==> src/rtl/ttt_computer_mover_if.sv <==
// Computer-move interface between the tic-tac-toe controller and the computer opponent.
//   req      : controller -> mover, level, high while the computer holds the turn
//   board    : controller -> mover, 9 x 2-bit cell codes, pos1 = [1:0] .. pos9 = [17:16]
//   button   : mover -> controller, one-hot move, bit0 = pos1 .. bit8 = pos9
//   pc       : mover -> controller, single-cycle move strobe
//   move_idx : mover -> controller, last chosen cell 1..9 (0 = none)
//   no_move  : mover -> controller, board was full at pick time
//   busy     : mover -> controller, mover is not idle
interface ttt_computer_mover_if;
   logic        req;
   logic [17:0] board;
   logic [8:0]  button;
   logic        pc;
   logic [3:0]  move_idx;
   logic        no_move;
   logic        busy;

   // Mover side: produces the move.
   modport master (
      input  req,
      input  board,
      output button,
      output pc,
      output move_idx,
      output no_move,
      output busy
   );

   // Controller side: grants the turn and consumes the move.
   modport slave (
      output req,
      output board,
      input  button,
      input  pc,
      input  move_idx,
      input  no_move,
      input  busy
   );
endinterface

==> src/rtl/ttt_computer_mover.sv <==
// Automatic tic-tac-toe computer opponent. On a granted turn it snapshots the board, scans the
// eight lines one per cycle for a winning move, then for a blocking move, then falls back to a
// fixed-priority free cell, and issues the chosen move as a one-cycle pc pulse.
// Ports:
//   clk     : game clock, rising edge
//   reset_n : asynchronous active-low reset
//   bus     : computer-move interface (master side): req/board in; button/pc/move_idx/no_move/
//             busy out, all registered
module ttt_computer_mover #(
   parameter int unsigned THINK_CYCLES  = 0,
   parameter logic [1:0]  PLAYER_CODE   = 2'b01,
   parameter logic [1:0]  COMPUTER_CODE = 2'b10
) (
   input logic                  clk,
   input logic                  reset_n,
   ttt_computer_mover_if.master bus
);

   typedef enum logic [2:0] {
      StIdle, StScanWin, StScanBlock, StPick, StThink, StIssue, StWaitRel
   } state_e;

   localparam logic [3:0] ThinkLast   = (THINK_CYCLES == 0) ? 4'd0 : 4'(THINK_CYCLES - 1);
   localparam state_e     AfterSelect = (THINK_CYCLES != 0) ? StThink : StIssue;

   state_e      state_q, state_d;
   logic [17:0] snap_q, snap_d;
   logic [2:0]  line_q, line_d;
   logic [3:0]  think_q, think_d;
   logic [3:0]  target_q, target_d;
   logic [8:0]  button_q, button_d;
   logic        pc_q, pc_d;
   logic [3:0]  move_idx_q, move_idx_d;
   logic        no_move_q, no_move_d;
   logic        busy_q, busy_d;

   // Cell positions (1-based) of each line, packed {first, second, third}.
   function automatic logic [11:0] line_cells(input logic [2:0] l);
      case (l)
         3'd0:    return {4'd1, 4'd2, 4'd3};
         3'd1:    return {4'd4, 4'd5, 4'd6};
         3'd2:    return {4'd7, 4'd8, 4'd9};
         3'd3:    return {4'd1, 4'd4, 4'd7};
         3'd4:    return {4'd2, 4'd5, 4'd8};
         3'd5:    return {4'd3, 4'd6, 4'd9};
         3'd6:    return {4'd1, 4'd5, 4'd9};
         default: return {4'd3, 4'd5, 4'd7};
      endcase
   endfunction

   function automatic logic [1:0] cell_code(input logic [17:0] b, input logic [3:0] pos);
      logic [4:0] base;
      base = {pos - 4'd1, 1'b0};
      return b[base +: 2];
   endfunction

   function automatic logic is_free(input logic [17:0] b, input logic [3:0] pos);
      return cell_code(b, pos) == 2'b00;
   endfunction

   // Line evaluation on the snapshot; code 2'b11 never equals either side's code.
   logic [11:0] cells;
   logic [3:0]  p0, p1, p2;
   logic [1:0]  c0, c1, c2, scan_code;
   logic        hit;
   logic [3:0]  hit_pos;

   always_comb begin
      cells     = line_cells(line_q);
      p0        = cells[11:8];
      p1        = cells[7:4];
      p2        = cells[3:0];
      c0        = cell_code(snap_q, p0);
      c1        = cell_code(snap_q, p1);
      c2        = cell_code(snap_q, p2);
      scan_code = (state_q == StScanWin) ? COMPUTER_CODE : PLAYER_CODE;
      hit       = 1'b1;
      hit_pos   = 4'd0;
      if (c0 == scan_code && c1 == scan_code && c2 == 2'b00) begin
         hit_pos = p2;
      end else if (c0 == scan_code && c2 == scan_code && c1 == 2'b00) begin
         hit_pos = p1;
      end else if (c1 == scan_code && c2 == scan_code && c0 == 2'b00) begin
         hit_pos = p0;
      end else begin
         hit = 1'b0;
      end
   end

   // Fallback preference: centre, corners, then edges.
   logic       pick_found;
   logic [3:0] pick_pos;

   always_comb begin
      pick_found = 1'b1;
      pick_pos   = 4'd0;
      if      (is_free(snap_q, 4'd5)) pick_pos = 4'd5;
      else if (is_free(snap_q, 4'd1)) pick_pos = 4'd1;
      else if (is_free(snap_q, 4'd3)) pick_pos = 4'd3;
      else if (is_free(snap_q, 4'd7)) pick_pos = 4'd7;
      else if (is_free(snap_q, 4'd9)) pick_pos = 4'd9;
      else if (is_free(snap_q, 4'd2)) pick_pos = 4'd2;
      else if (is_free(snap_q, 4'd4)) pick_pos = 4'd4;
      else if (is_free(snap_q, 4'd6)) pick_pos = 4'd6;
      else if (is_free(snap_q, 4'd8)) pick_pos = 4'd8;
      else                            pick_found = 1'b0;
   end

   always_comb begin
      state_d    = state_q;
      snap_d     = snap_q;
      line_d     = line_q;
      think_d    = think_q;
      target_d   = target_q;
      move_idx_d = move_idx_q;
      no_move_d  = no_move_q;
      pc_d       = 1'b0;
      button_d   = '0;

      unique case (state_q)
         StIdle: begin
            if (bus.req) begin
               snap_d     = bus.board;
               line_d     = 3'd0;
               move_idx_d = 4'd0;
               no_move_d  = 1'b0;
               state_d    = StScanWin;
            end
         end
         StScanWin, StScanBlock: begin
            if (!bus.req) begin
               state_d = StIdle;
            end else if (hit) begin
               target_d = hit_pos;
               think_d  = 4'd0;
               state_d  = AfterSelect;
            end else if (line_q == 3'd7) begin
               line_d  = 3'd0;
               state_d = (state_q == StScanWin) ? StScanBlock : StPick;
            end else begin
               line_d = line_q + 3'd1;
            end
         end
         StPick: begin
            if (!bus.req) begin
               state_d = StIdle;
            end else if (pick_found) begin
               target_d = pick_pos;
               think_d  = 4'd0;
               state_d  = AfterSelect;
            end else begin
               no_move_d = 1'b1;
               state_d   = StWaitRel;
            end
         end
         StThink: begin
            if (!bus.req) begin
               state_d = StIdle;
            end else if (think_q == ThinkLast) begin
               state_d = StIssue;
            end else begin
               think_d = think_q + 4'd1;
            end
         end
         StIssue: begin
            // First edge raises the strobe, second edge drops it; req is ignored here.
            if (!pc_q) begin
               pc_d       = 1'b1;
               button_d   = 9'b1 << (target_q - 4'd1);
               move_idx_d = target_q;
            end else begin
               state_d = StWaitRel;
            end
         end
         StWaitRel: begin
            if (!bus.req) state_d = StIdle;
         end
         default: state_d = StIdle;
      endcase

      busy_d = (state_d != StIdle);
   end

   always_ff @(posedge clk or negedge reset_n) begin
      if (!reset_n) begin
         state_q    <= StIdle;
         snap_q     <= '0;
         line_q     <= '0;
         think_q    <= '0;
         target_q   <= '0;
         button_q   <= '0;
         pc_q       <= 1'b0;
         move_idx_q <= '0;
         no_move_q  <= 1'b0;
         busy_q     <= 1'b0;
      end else begin
         state_q    <= state_d;
         snap_q     <= snap_d;
         line_q     <= line_d;
         think_q    <= think_d;
         target_q   <= target_d;
         button_q   <= button_d;
         pc_q       <= pc_d;
         move_idx_q <= move_idx_d;
         no_move_q  <= no_move_d;
         busy_q     <= busy_d;
      end
   end

   assign bus.button   = button_q;
   assign bus.pc       = pc_q;
   assign bus.move_idx = move_idx_q;
   assign bus.no_move  = no_move_q;
   assign bus.busy     = busy_q;

endmodule

==> src/flat_wrapper.sv <==
// flat-port wrapper written by rule: the top's interface ports become plain ports
module ttt_computer_mover_flat 
#(
   parameter int unsigned THINK_CYCLES  = 0,
   parameter logic [1:0]  PLAYER_CODE   = 2'b01,
   parameter logic [1:0]  COMPUTER_CODE = 2'b10
)
  (clk, reset_n, bus_req, bus_board, bus_button, bus_pc, bus_move_idx, bus_no_move, bus_busy);
  ttt_computer_mover_if bus_i ();
  input logic clk;
  input logic reset_n;
  input wire logic [$bits(bus_i.req)-1:0] bus_req;
  input wire logic [$bits(bus_i.board)-1:0] bus_board;
  output wire logic [$bits(bus_i.button)-1:0] bus_button;
  output wire logic [$bits(bus_i.pc)-1:0] bus_pc;
  output wire logic [$bits(bus_i.move_idx)-1:0] bus_move_idx;
  output wire logic [$bits(bus_i.no_move)-1:0] bus_no_move;
  output wire logic [$bits(bus_i.busy)-1:0] bus_busy;
  assign bus_i.req = bus_req;
  assign bus_i.board = bus_board;
  assign bus_button = bus_i.button;
  assign bus_pc = bus_i.pc;
  assign bus_move_idx = bus_i.move_idx;
  assign bus_no_move = bus_i.no_move;
  assign bus_busy = bus_i.busy;
  ttt_computer_mover #(.THINK_CYCLES(THINK_CYCLES), .PLAYER_CODE(PLAYER_CODE), .COMPUTER_CODE(COMPUTER_CODE)) u_core (.clk(clk), .reset_n(reset_n), .bus(bus_i));
endmodule
==> config.mk <==
export PLATFORM = sky130hd
export DESIGN_NAME = ttt_computer_mover_flat
export DESIGN_NICKNAME = d
export VERILOG_FILES = /design/src/rtl/ttt_computer_mover_if.sv /design/src/rtl/ttt_computer_mover.sv /design/src/flat_wrapper.sv
export SDC_FILE = /design/constraint.sdc
export NUM_CORES = 1
export LEC_CHECK = 0
export CORE_ASPECT_RATIO = 0.75
export CORE_MARGIN = 2
export CORE_UTILIZATION = 30
export CTS_CLUSTER_SIZE = 16
export DETAILED_ROUTE_END_ITERATION = 16
export HOLD_SLACK_MARGIN = 0.12
export PLACE_DENSITY = 0.45
export SLEW_MARGIN = 15
export SYNTH_ARGS = -nofsm -noshare
export SYNTH_HDL_FRONTEND = slang
export SYNTH_SLANG_ARGS = --single-unit
==> constraint.sdc <==
create_clock -name clk -period 6.8 [get_ports clk]
set_input_delay 1.36 -clock clk [delete_from_list [all_inputs] [get_ports clk]]
set_output_delay 1.36 -clock clk [all_outputs]
set_load 0.05 [all_outputs]
==> out/results.tsv, run 1 <==
stage	metric	value	unit
layout	diodes inserted	0	
die	# IOs	37	
timing	final setup fails	0	
global_route	vias in the first global route	2945	
logic_synthesis	sequential fraction of the synthesis area	35.2	%
layout	commonest non-fill, non-tap cell in the layout	nand2_1	
worst_setup_path	cell family with most CP delay	compound AO/OA/AOI/OAI gates	
pwr	Net Switching	1.15	mW
die	die height	96.3	um
worst_setup_path	Crit-path slowest cell	dfrtp_1	
route	# DRC	0	
layout	most frequent cells in the layout	nand2_1 (78), dfrtp_1 (48), clkdlybuf4s50_1 (35)	
die	Die W	127	um
logic_synthesis	mean post-synth cell area	8.61	um^2
outcome	status	completed	
worst_setup_path	CP startpoint	u_core.line_q[2]$_DFFE_PN0P_	
placed_design	port buffer count	36	
layout	Post-Route Utilization	36.9	%
cts	CTS Buf Count	5	
route	Via Count	3099	
worst_setup_path	Crit. End Element	register	
cts	Hold Buf Count CTS	0	
worst_setup_path	R2R Path Start	u_core.line_q[2]$_DFFE_PN0P_	
cts	CTS tree	done	
logic_synthesis	Synth Flop Type	dfrtp_1	
route	final wirelength	9.97	mm
timing	Max Slew Vio Count	0	
timing	fmax	198	MHz
placed_design	Setup WS pre-CTS	1.78	ns
cts	worst skew pair latency	0.30	ns
global_route	Tot GR Track Use	17.0	%
worst_setup_path	CP max FO	23	
worst_setup_path	crit-path max cell delay	0.82	ns
pwr	Clock power frac	12.9	%
logic_synthesis	flops & latches, synth	48	
logic_synthesis	post-synth net total	426	
timing	Max-slew headroom	51.5	%
worst_setup_path	CP startpoint kind	register	
flow_run	Max-Cap Viols	0	
logic_synthesis	Netlist Area Pre-Place	3410	um^2
worst_setup_path	Worst EP arrival	5.22	ns
placed_design	Placed Cells	559	
cts	CTS clk-pin slew, worst paths	0.08	ns
pwr	cell internal pwr	1.17	mW
pwr	Leak	1.76	nW
timing	setup tns final	0	ns
worst_setup_path	CP Cell Sequence	inv_1 -> ha_1 -> or3_4 -> a32oi_4 -> inv_1 -> ha_1 -> mux4_1 -> mux2i_1 -> nor2_1 -> o32ai_4 -> o311a_4 -> nor2_4 -> a211o_2 -> mux2_4	
route	First-pass DRT Iterations	5	
timing	period utilization	74.1	%
cts	cts repair resizes	0	
cts	CTS Sinks	48	
layout	share of cells above drive strength 1	8.20	%
worst_setup_path	Req. time, crit path	6.98	ns
timing	worst setup margin	1.76	ns
logic_synthesis	Post-synth EDFFs	0	
worst_hold_path	Hold Crit Start	u_core.bus.move_idx[2]$_DFFE_PN0P_	
die	Initial Utilization	30.9	%
cts	H-tree level count	2	
cts	Setup Fix Bufs, Post-CTS	0	
timing	Tmin final	5.04	ns
pwr	VDD IR-drop max	0.159	mV
placed_design	Area after DPL	3900	um^2
global_route	grt total ovfl	0	
global_route	antenna violations before repair	0	
pwr	Reg power frac	24.2	%
worst_setup_path	Crit Path Category	reg2reg	
route	initial DRC count	337	
cts	Root Buffer	clkbuf_16	
layout	fin nets	456	
timing	final hold slack	0.479	ns
route	antenna viol nets, final	0	
route	DR WL/cell	17.6	um
pwr	Logic pwr share	63.0	%
logic_synthesis	Async S/R FF share, synth	100	%
cts	Clock Tree Buf Depth	2	
route	Via-to-Cell Ratio	5.47	
layout	P&R area growth vs syn	19.4	%
timing	clk_skew	0.0128	ns
pwr	switch share	49.6	%
die	Die ar.	12200	um^2
pwr	power consumption	2.33	mW
layout	Final Cell Area	4070	um^2
worst_setup_path	CP Buf/Inv Count	2	
pwr	Power Density	572	nW/um^2
worst_hold_path	worst hold path type	reg2reg	
logic_synthesis	Gate Count Post-Synth	396	
placed_design	DP HPWL	7.36	mm
global_route	largest net degree at the start of global routing	49	
placed_design	gpl congestion	0.954	
global_route	first-pass GRT wire length	16.1	mm
die	number of cell rows	33	
logic_synthesis	Synth warnings	0	
logic_synthesis	Cell variety after synth	70	
die	Core Region	11000	um^2
timing	final hold vios	0	
timing	RSZ-0062 raised after global routing	false	
layout	non-filler instance count after layout	567	
timing	pin slew with the least headroom to its limit	0.727	ns
## Yosys cell counts, types with 5 or more instances
library cell	number	share of area [%]
nand2b_1	6	1.1
o221ai_1	7	1.8
a21oi_1	12	1.8
nor3_1	19	2.8
o21ai_0	20	2.9
ha_1	9	3.3
nand3_1	9	1.3
nor2_1	34	3.7
nand4_1	6	1.1
dfrtp_1	48	35
mux2i_1	8	2.3
inv_1	16	1.8
nand2_1	78	8.6
nor2b_1	5	0.92
clkbuf_1	11	1.2
o21a_1	5	1.1
## area by class of cell
class / count / area, um^2
fill: 1105 / 6950
multi-input combinational: 316 / 2080
sequential: 48 / 1200
timing repair buffer: 39 / 380
tap: 140 / 175
clock buffer: 5 / 125
inverter: 16 / 60.1
clock inverter: 3 / 46.3
## cell families (layout without fill, tap and decap cells)
family / Yosys count / count (layout) / share of synthesized area [%]
flip-flops: 48 / 48 / 35.2
adder cells (fa/ha/maj): 9 / 9 / 3.30
XOR/XNOR: 1 / 1 / 0.477
buffers and inverters: 32 / 63 / 3.85
AND/OR/NAND/NOR: 191 / 191 / 27.0
AO/OA/AOI/OAI: 98 / 98 / 22.6
multiplexers: 17 / 17 / 7.63
## flip-flops by register name, indices dropped and copies added, names as in the netlist
name	cells
u_core.state_q	3
u_core.snap_q	18
u_core.bus.move_idx	4
u_core.bus.pc	1
u_core.bus.button	9
u_core.target_q	4
u_core.think_q	4
u_core.bus.no_move	1
u_core.line_q	3
u_core.bus.busy	1
## per-layer routing
metal	routed length, um	up-vias	share of wire, %	GRT usage (%)
met2	3980	94	40	24.4
li1	-	1525	-	-
met5	0	-	0	0
met4	150	0	1.5	5.22
met1	5160	1467	52	25.8
met3	680	13	6.8	3.11
## power by group through the flow
stage	Combinational [mW]	Sequential (mW)	Clock, mW
after floorplan	1.16	0.498	0
after global placement	1.45	0.569	0
after detailed placement	1.45	0.564	0
after CTS	1.46	0.559	0.309
after global routing	1.61	0.581	0.319
final	1.47	0.562	0.299
## worst reg2reg max path: stages, from the launching register on
cell and delay (ns):
dfrtp_1 0.82, inv_1 0.19, ha_1 0.38, or3_4 0.43, a32oi_4 0.33, inv_1 0.10
ha_1 0.42, mux4_1 0.58, mux2i_1 0.19, nor2_1 0.09, o32ai_4 0.32, o311a_4 0.29
nor2_4 0.07, a211o_2 0.38, mux2_4 0.31
## worst paths after layout
| check | slack [ns] | to | depth (start not counted) |
|---|---|---|---|
| max | 1.76 | u_core.target_q[3]$_DFFE_PN0P_ | 14 |
| max in group asynchronous | 5.31 | u_core.snap_q[17]$_DFFE_PN0P_ | 1 |
| min reg2reg | 0.48 | u_core.bus.move_idx[2]$_DFFE_PN0P_ | 2 |
| min | 0.48 | u_core.bus.move_idx[2]$_DFFE_PN0P_ | 2 |
| max reg2reg | 1.76 | u_core.target_q[3]$_DFFE_PN0P_ | 14 |
| min in group asynchronous | 1.08 | u_core.think_q[3]$_DFFE_PN0P_ | 1 |
Note: power is estimated with default switching activity, not from simulation.
==> run 2: changes to the inputs <==
PLACE_DENSITY = 0.46   (was 0.45)
clock period = 4.2 ns   (was 6.8 ns; I/O delays follow)
==> run 2 against run 1 <==
Effect of this change: critical endpoint is now u_core.target_q[0]$_DFFE_PN0P_; power is 73% higher; final cell count rose by 2.6%; flip-flop and latch count stayed put; sequential share of layout area fell by 1.1 points; worst setup slack worse by 1.6 ns; first-iteration DRC count down 15%; largest power group unchanged.
==> out/results.tsv, run 2 (synthesis results as in run 1) <==
stage	metric	value	unit
global_route	first-pass GRT wire length	16.1	mm
die	die height	96.3	um
die	number of cell rows	33	
global_route	grt total ovfl	0	
cts	CTS Sinks	48	
worst_setup_path	worst r2r path cells	14	
pwr	Power Density	949	nW/um^2
layout	Largest register FFs	18	
global_route	antenna violations before repair	0	
worst_setup_path	CP startpoint	u_core.line_q[1]$_DFFE_PN0P_	
route	First-pass DRT Iterations	4	
timing	setup tns final	0	ns
layout	share of cells above drive strength 1	14.3	%
global_route	largest net degree at the start of global routing	49	
worst_setup_path	Req. time, crit path	4.37	ns
die	# IOs	37	
placed_design	DP HPWL	7.50	mm
worst_setup_path	Crit Path Category	reg2reg	
route	DR WL/cell	17.2	um
die	Initial Utilization	30.9	%
cts	Root Buffer	clkbuf_16	
timing	final hold slack	0.484	ns
global_route	vias in the first global route	2898	
timing	period utilization	97.0	%
route	initial DRC count	286	
global_route	global-route met3 utilization	2.89	%
timing	worst setup margin	0.126	ns
flow_run	Max-Cap Viols	0	
global_route	Tot GR Track Use	16.8	%
route	Via Count	3219	
placed_design	Area after DPL	4010	um^2
worst_hold_path	Hold Crit Start	u_core.bus.move_idx[2]$_DFFE_PN0P_	
route	Via-to-Cell Ratio	5.53	
layout	fin nets	471	
worst_setup_path	Crit. End Element	register	
placed_design	port buffer count	36	
layout	diodes inserted	0	
worst_setup_path	Worst EP arrival	4.24	ns
cts	H-tree level count	2	
layout	commonest non-fill, non-tap cell in the layout	nand2_1	
global_route	met1 Use GR	26.6	%
placed_design	Setup WS pre-CTS	0.0808	ns
pwr	power consumption	4.02	mW
cts	worst skew pair latency	0.29	ns
route	antenna viol nets, final	0	
worst_hold_path	worst hold path type	reg2reg	
cts	CTS tree	done	
layout	P&R area growth vs syn	24.2	%
worst_hold_path	hold depth	2	
route	# DRC	0	
layout	largest register by flop count	u_core.snap_q	
cts	CTS clk-pin slew, worst paths	0.07	ns
die	Core Region	11000	um^2
outcome	status	completed	
timing	Max-slew headroom	55.8	%
cts	Hold Buf Count CTS	0	
timing	fmax	245	MHz
timing	Max Slew Vio Count	0	
die	Die W	127	um
worst_hold_path	WHS Endpoint	u_core.bus.move_idx[2]$_DFFE_PN0P_	
worst_setup_path	FF-to-FF End	u_core.target_q[0]$_DFFE_PN0P_	
pwr	Leak	1.83	nW
pwr	VDD IR-drop max	0.345	mV
worst_setup_path	CP startpoint kind	register	
timing	final setup fails	0	
global_route	met2 Usage GRT	23.6	%
global_route	GRT busiest layer	met1	
worst_setup_path	CP max FO	7	
cts	CTS Buf Count	5	
layout	Final Cell Area	4240	um^2
route	final wirelength	10.0	mm
timing	final hold vios	0	
timing	clk_skew	0.00931	ns
cts	Clock Tree Buf Depth	2	
worst_setup_path	R2R Path Start	u_core.line_q[1]$_DFFE_PN0P_	
timing	pin slew with the least headroom to its limit	0.662	ns
layout	most frequent cells in the layout	nand2_1 (78), dfrtp_1 (46), clkdlybuf4s50_1 (35)	
die	Die ar.	12200	um^2
worst_setup_path	Reg2Reg Setup Slack	0.13	ns
placed_design	gpl congestion	0.882	
timing	Tmin final	4.07	ns
-- run 2: area by class of cell --
| class | count | area, um^2 |
|---|---|---|
| fill | 1119 | 6790 |
| multi-input combinational | 316 | 2130 |
| sequential | 48 | 1200 |
| timing repair buffer | 54 | 490 |
| tap | 140 | 175 |
| clock buffer | 5 | 125 |
| inverter | 16 | 60.1 |
| clock inverter | 3 | 47.5 |
-- run 2: worst max-delay path: stages, from the launching register on --
cell and delay, ns:
dfrtp_2 0.45, ha_2 0.20, ha_2 0.21, or3_4 0.38, a32oi_4 0.19, inv_2 0.07, ha_4 0.31, mux4_2 0.51
mux2i_1 0.19, nor2_1 0.09, o32ai_4 0.33, o311a_4 0.29, nor2_4 0.05, a211o_4 0.37, mux2_4 0.30
-- run 2: how the worst max path moves through the flow --
| stage | endpoint | slack, ns | depth (start not counted) |
|---|---|---|---|
| after floorplan | u_core.target_q[0]$_DFFE_PN0P_ | 0.03 | 15 |
| after global placement | u_core.line_q[1]$_DFFE_PN0P_ | 0.14 | 14 |
| after detailed placement | u_core.target_q[0]$_DFFE_PN0P_ | 0.08 | 14 |
| after CTS | u_core.target_q[0]$_DFFE_PN0P_ | 0.04 | 14 |
| after global routing | u_core.target_q[0]$_DFFE_PN0P_ | -0.01 | 14 |
| final | u_core.target_q[0]$_DFFE_PN0P_ | 0.13 | 14 |
-- run 2: what timing repair did --
item                                   in CTS  in global routing
resized for setup                           0                 13
buffers inserted                            0                  2
setup endpoints to repair                   0                 12
endpoints found under the hold margin       0                  0
-- run 2: metal layers --
metal	vias to the layer above	share of wire (%)
met5	-	0
met4	0	0.84
met3	6	6.8
met2	105	40
met1	1558	52
li1	1550	-
-- run 2: metrics by stage --
stage / cells / util (%)
2_1_floorplan: 396 / -
3_3_place_gp: 572 / 36.4
3_5_place_dp: 572 / 36.4
4_1_cts: 580 / 37.9
5_1_grt: 582 / 38.4
6_report: 582 / 38.4
-- run 2: report_power, final --
group          internal [mW]  switching (mW)
logic                   1.19            1.47
clock network          0.283           0.190
registers              0.609           0.282
==> run 3: changes to the inputs <==
CORE_UTILIZATION = 50   (was 30)
PLACE_DENSITY = 0.72   (was 0.46)
==> run 3 against run 2 <==
Effect of this change: via count up 1.3%; design area decreased by 2.2%; clock skew is 0.0042 ns lower; clock-buffer cell count is the same; worst setup slack better by 0.018 ns; highest routed layer unchanged.
==> out/results.tsv, run 3 (synthesis results as in run 1) <==
stage	metric	value	unit
outcome	status	completed	
pwr	VDD IR-drop max	0.502	mV
cts	H-tree level count	2	
global_route	largest net degree at the start of global routing	49	
placed_design	gpl congestion	0.969	
worst_setup_path	Crit Path Category	reg2reg	
global_route	first-pass GRT wire length	15.1	mm
worst_setup_path	CP startpoint kind	register	
pwr	Leak	1.82	nW
die	# IOs	37	
layout	Fill cells	605	
timing	final hold vios	0	
timing	clk_skew	0.00508	ns
global_route	grt total ovfl	0	
layout	diodes inserted	0	
timing	Tmin final	4.06	ns
worst_setup_path	Crit-path slowest cell	mux4_2	
timing	RSZ-0062 raised after global routing	false	
worst_setup_path	R2R Path Start	u_core.line_q[0]$_DFFE_PN0P_	
cts	Hold Buf Count CTS	0	
layout	P&R area growth vs syn	21.5	%
worst_hold_path	Hold Crit Start	u_core.bus.move_idx[2]$_DFFE_PN0P_	
flow_run	Max-Cap Viols	0	
timing	Max Slew Vio Count	0	
die	Die W	99.4	um
layout	commonest non-fill, non-tap cell in the layout	nand2_1	
worst_setup_path	Req. time, crit path	4.40	ns
die	die height	75.5	um
worst_setup_path	Worst EP arrival	4.26	ns
route	# DRC	0	
layout	Post-Route Utilization	61.8	%
cts	CTS tree	done	
cts	Root Buffer	clkbuf_8	
route	initial DRC count	326	
route	antenna viol nets, final	0	
timing	period utilization	96.6	%
die	number of cell rows	26	
worst_setup_path	crit-path max cell delay	0.51	ns
cts	worst skew pair latency	0.31	ns
timing	setup tns final	0	ns
global_route	antenna violations before repair	0	
die	Core Region	6700	um^2
route	Via-to-Cell Ratio	6.15	
timing	final setup fails	0	
placed_design	port buffer count	36	
worst_setup_path	Crit. End Element	register	
worst_hold_path	worst hold path type	reg2reg	
route	final wirelength	9.49	mm
worst_setup_path	CP Cell Sequence	ha_2 -> ha_4 -> or3_4 -> a32oi_4 -> inv_2 -> ha_4 -> mux4_2 -> mux2i_2 -> nor2_2 -> o32ai_4 -> o311a_4 -> nor2_4 -> a211o_4 -> mux2_4	
layout	largest register by flop count	u_core.snap_q	
layout	share of cells above drive strength 1	14.8	%
layout	Largest register FFs	18	
worst_setup_path	CP startpoint	u_core.line_q[0]$_DFFE_PN0P_	
global_route	vias in the first global route	2868	
cts	Clock Tree Buf Depth	2	
worst_setup_path	most used cell, CP	ha_4	
cts	CTS Buf Count	5	
cts	CTS clk-pin slew, worst paths	0.10	ns
timing	pin slew with the least headroom to its limit	0.781	ns
timing	fmax	247	MHz
cts	CTS Sinks	48	
pwr	Power Density	968	nW/um^2
placed_design	DP HPWL	6.90	mm
die	Die ar.	7500	um^2
worst_setup_path	CP max FO	7	
layout	fin nets	475	
global_route	Tot GR Track Use	25.8	%
route	DR WL/cell	17.9	um
route	Via Count	3261	
die	Initial Utilization	50.9	%
timing	Max-slew headroom	47.6	%
route	First-pass DRT Iterations	5	
layout	most frequent cells in the layout	nand2_1 (78), dfrtp_1 (47), clkdlybuf4s50_1 (35)	
-- run 3: stage by stage --
step	cells	area (um^2)	power (mW)	worst slack, ns	hold slack (ns)
floorplan	396	3420	2.72	0.0263	0.474
global placement	520	3970	3.42	0.128	0.460
detailed placement	520	3970	3.44	0.0546	0.467
CTS	528	4090	3.83	0.0317	0.490
global route	530	4140	4.28	0.00441	0.537
finish	530	4140	4.01	0.144	0.487
-- run 3: repair_timing --
item | in CTS | in global routing
gates resized for setup | 0 | 12
setup buffers | 0 | 2
setup endpoints to repair | 0 | 12
hold endpoints to repair | 0 | 0
-- run 3: final timing paths --
| path | slack, ns | endpoint | cells past startpoint |
|---|---|---|---|
| min reg2reg | 0.49 | u_core.bus.move_idx[2]$_DFFE_PN0P_ | 2 |
| min | 0.49 | u_core.bus.move_idx[2]$_DFFE_PN0P_ | 2 |
| max in group asynchronous | 3.25 | u_core.line_q[0]$_DFFE_PN0P_ | 1 |
| max | 0.14 | u_core.target_q[3]$_DFFE_PN0P_ | 14 |
| min in group asynchronous | 0.53 | u_core.think_q[0]$_DFFE_PN0P_ | 1 |
| max reg2reg | 0.14 | u_core.target_q[3]$_DFFE_PN0P_ | 14 |
-- run 3: routing by layer --
metal,share of wire [%],GRT usage [%]
met3,7.5,4.40
met2,42,36.6
met5,0,0
met4,1.4,5.94
met1,49,40.9
-- run 3: layout make-up --
cell class / count / area (um^2) / share of cell area (%)
Clock buffer: 5 / 68.8 / 1.66
Timing Repair Buffer: 58 / 523 / 12.6
Multi-Input combinational cell: 316 / 2130 / 51.5
Sequential cell: 48 / 1200 / 29.0
Inverter: 16 / 60.1 / 1.45
Clock inverter: 3 / 50.0 / 1.21
Tap cell: 84 / 105 / 2.54
-- run 3: worst max-delay path, delay by kind of cell, from the launching register on --
family / cells / cell delay (ns)
buffers and inverters: 1 / 0.07
adder cells (fa/ha/maj): 3 / 0.72
flip-flops: 1 / 0.46
AND/OR/NAND/NOR: 3 / 0.50
AO/OA/AOI/OAI: 4 / 1.17
multiplexers: 3 / 1.02
-- run 3: power breakdown --
part	internal [mW]	total [mW]	leakage (nW)	switching [mW]
clock	0.184	0.360	0.0607	0.176
sequential	0.607	0.875	0.628	0.268
combinational	1.26	2.78	1.13	1.52
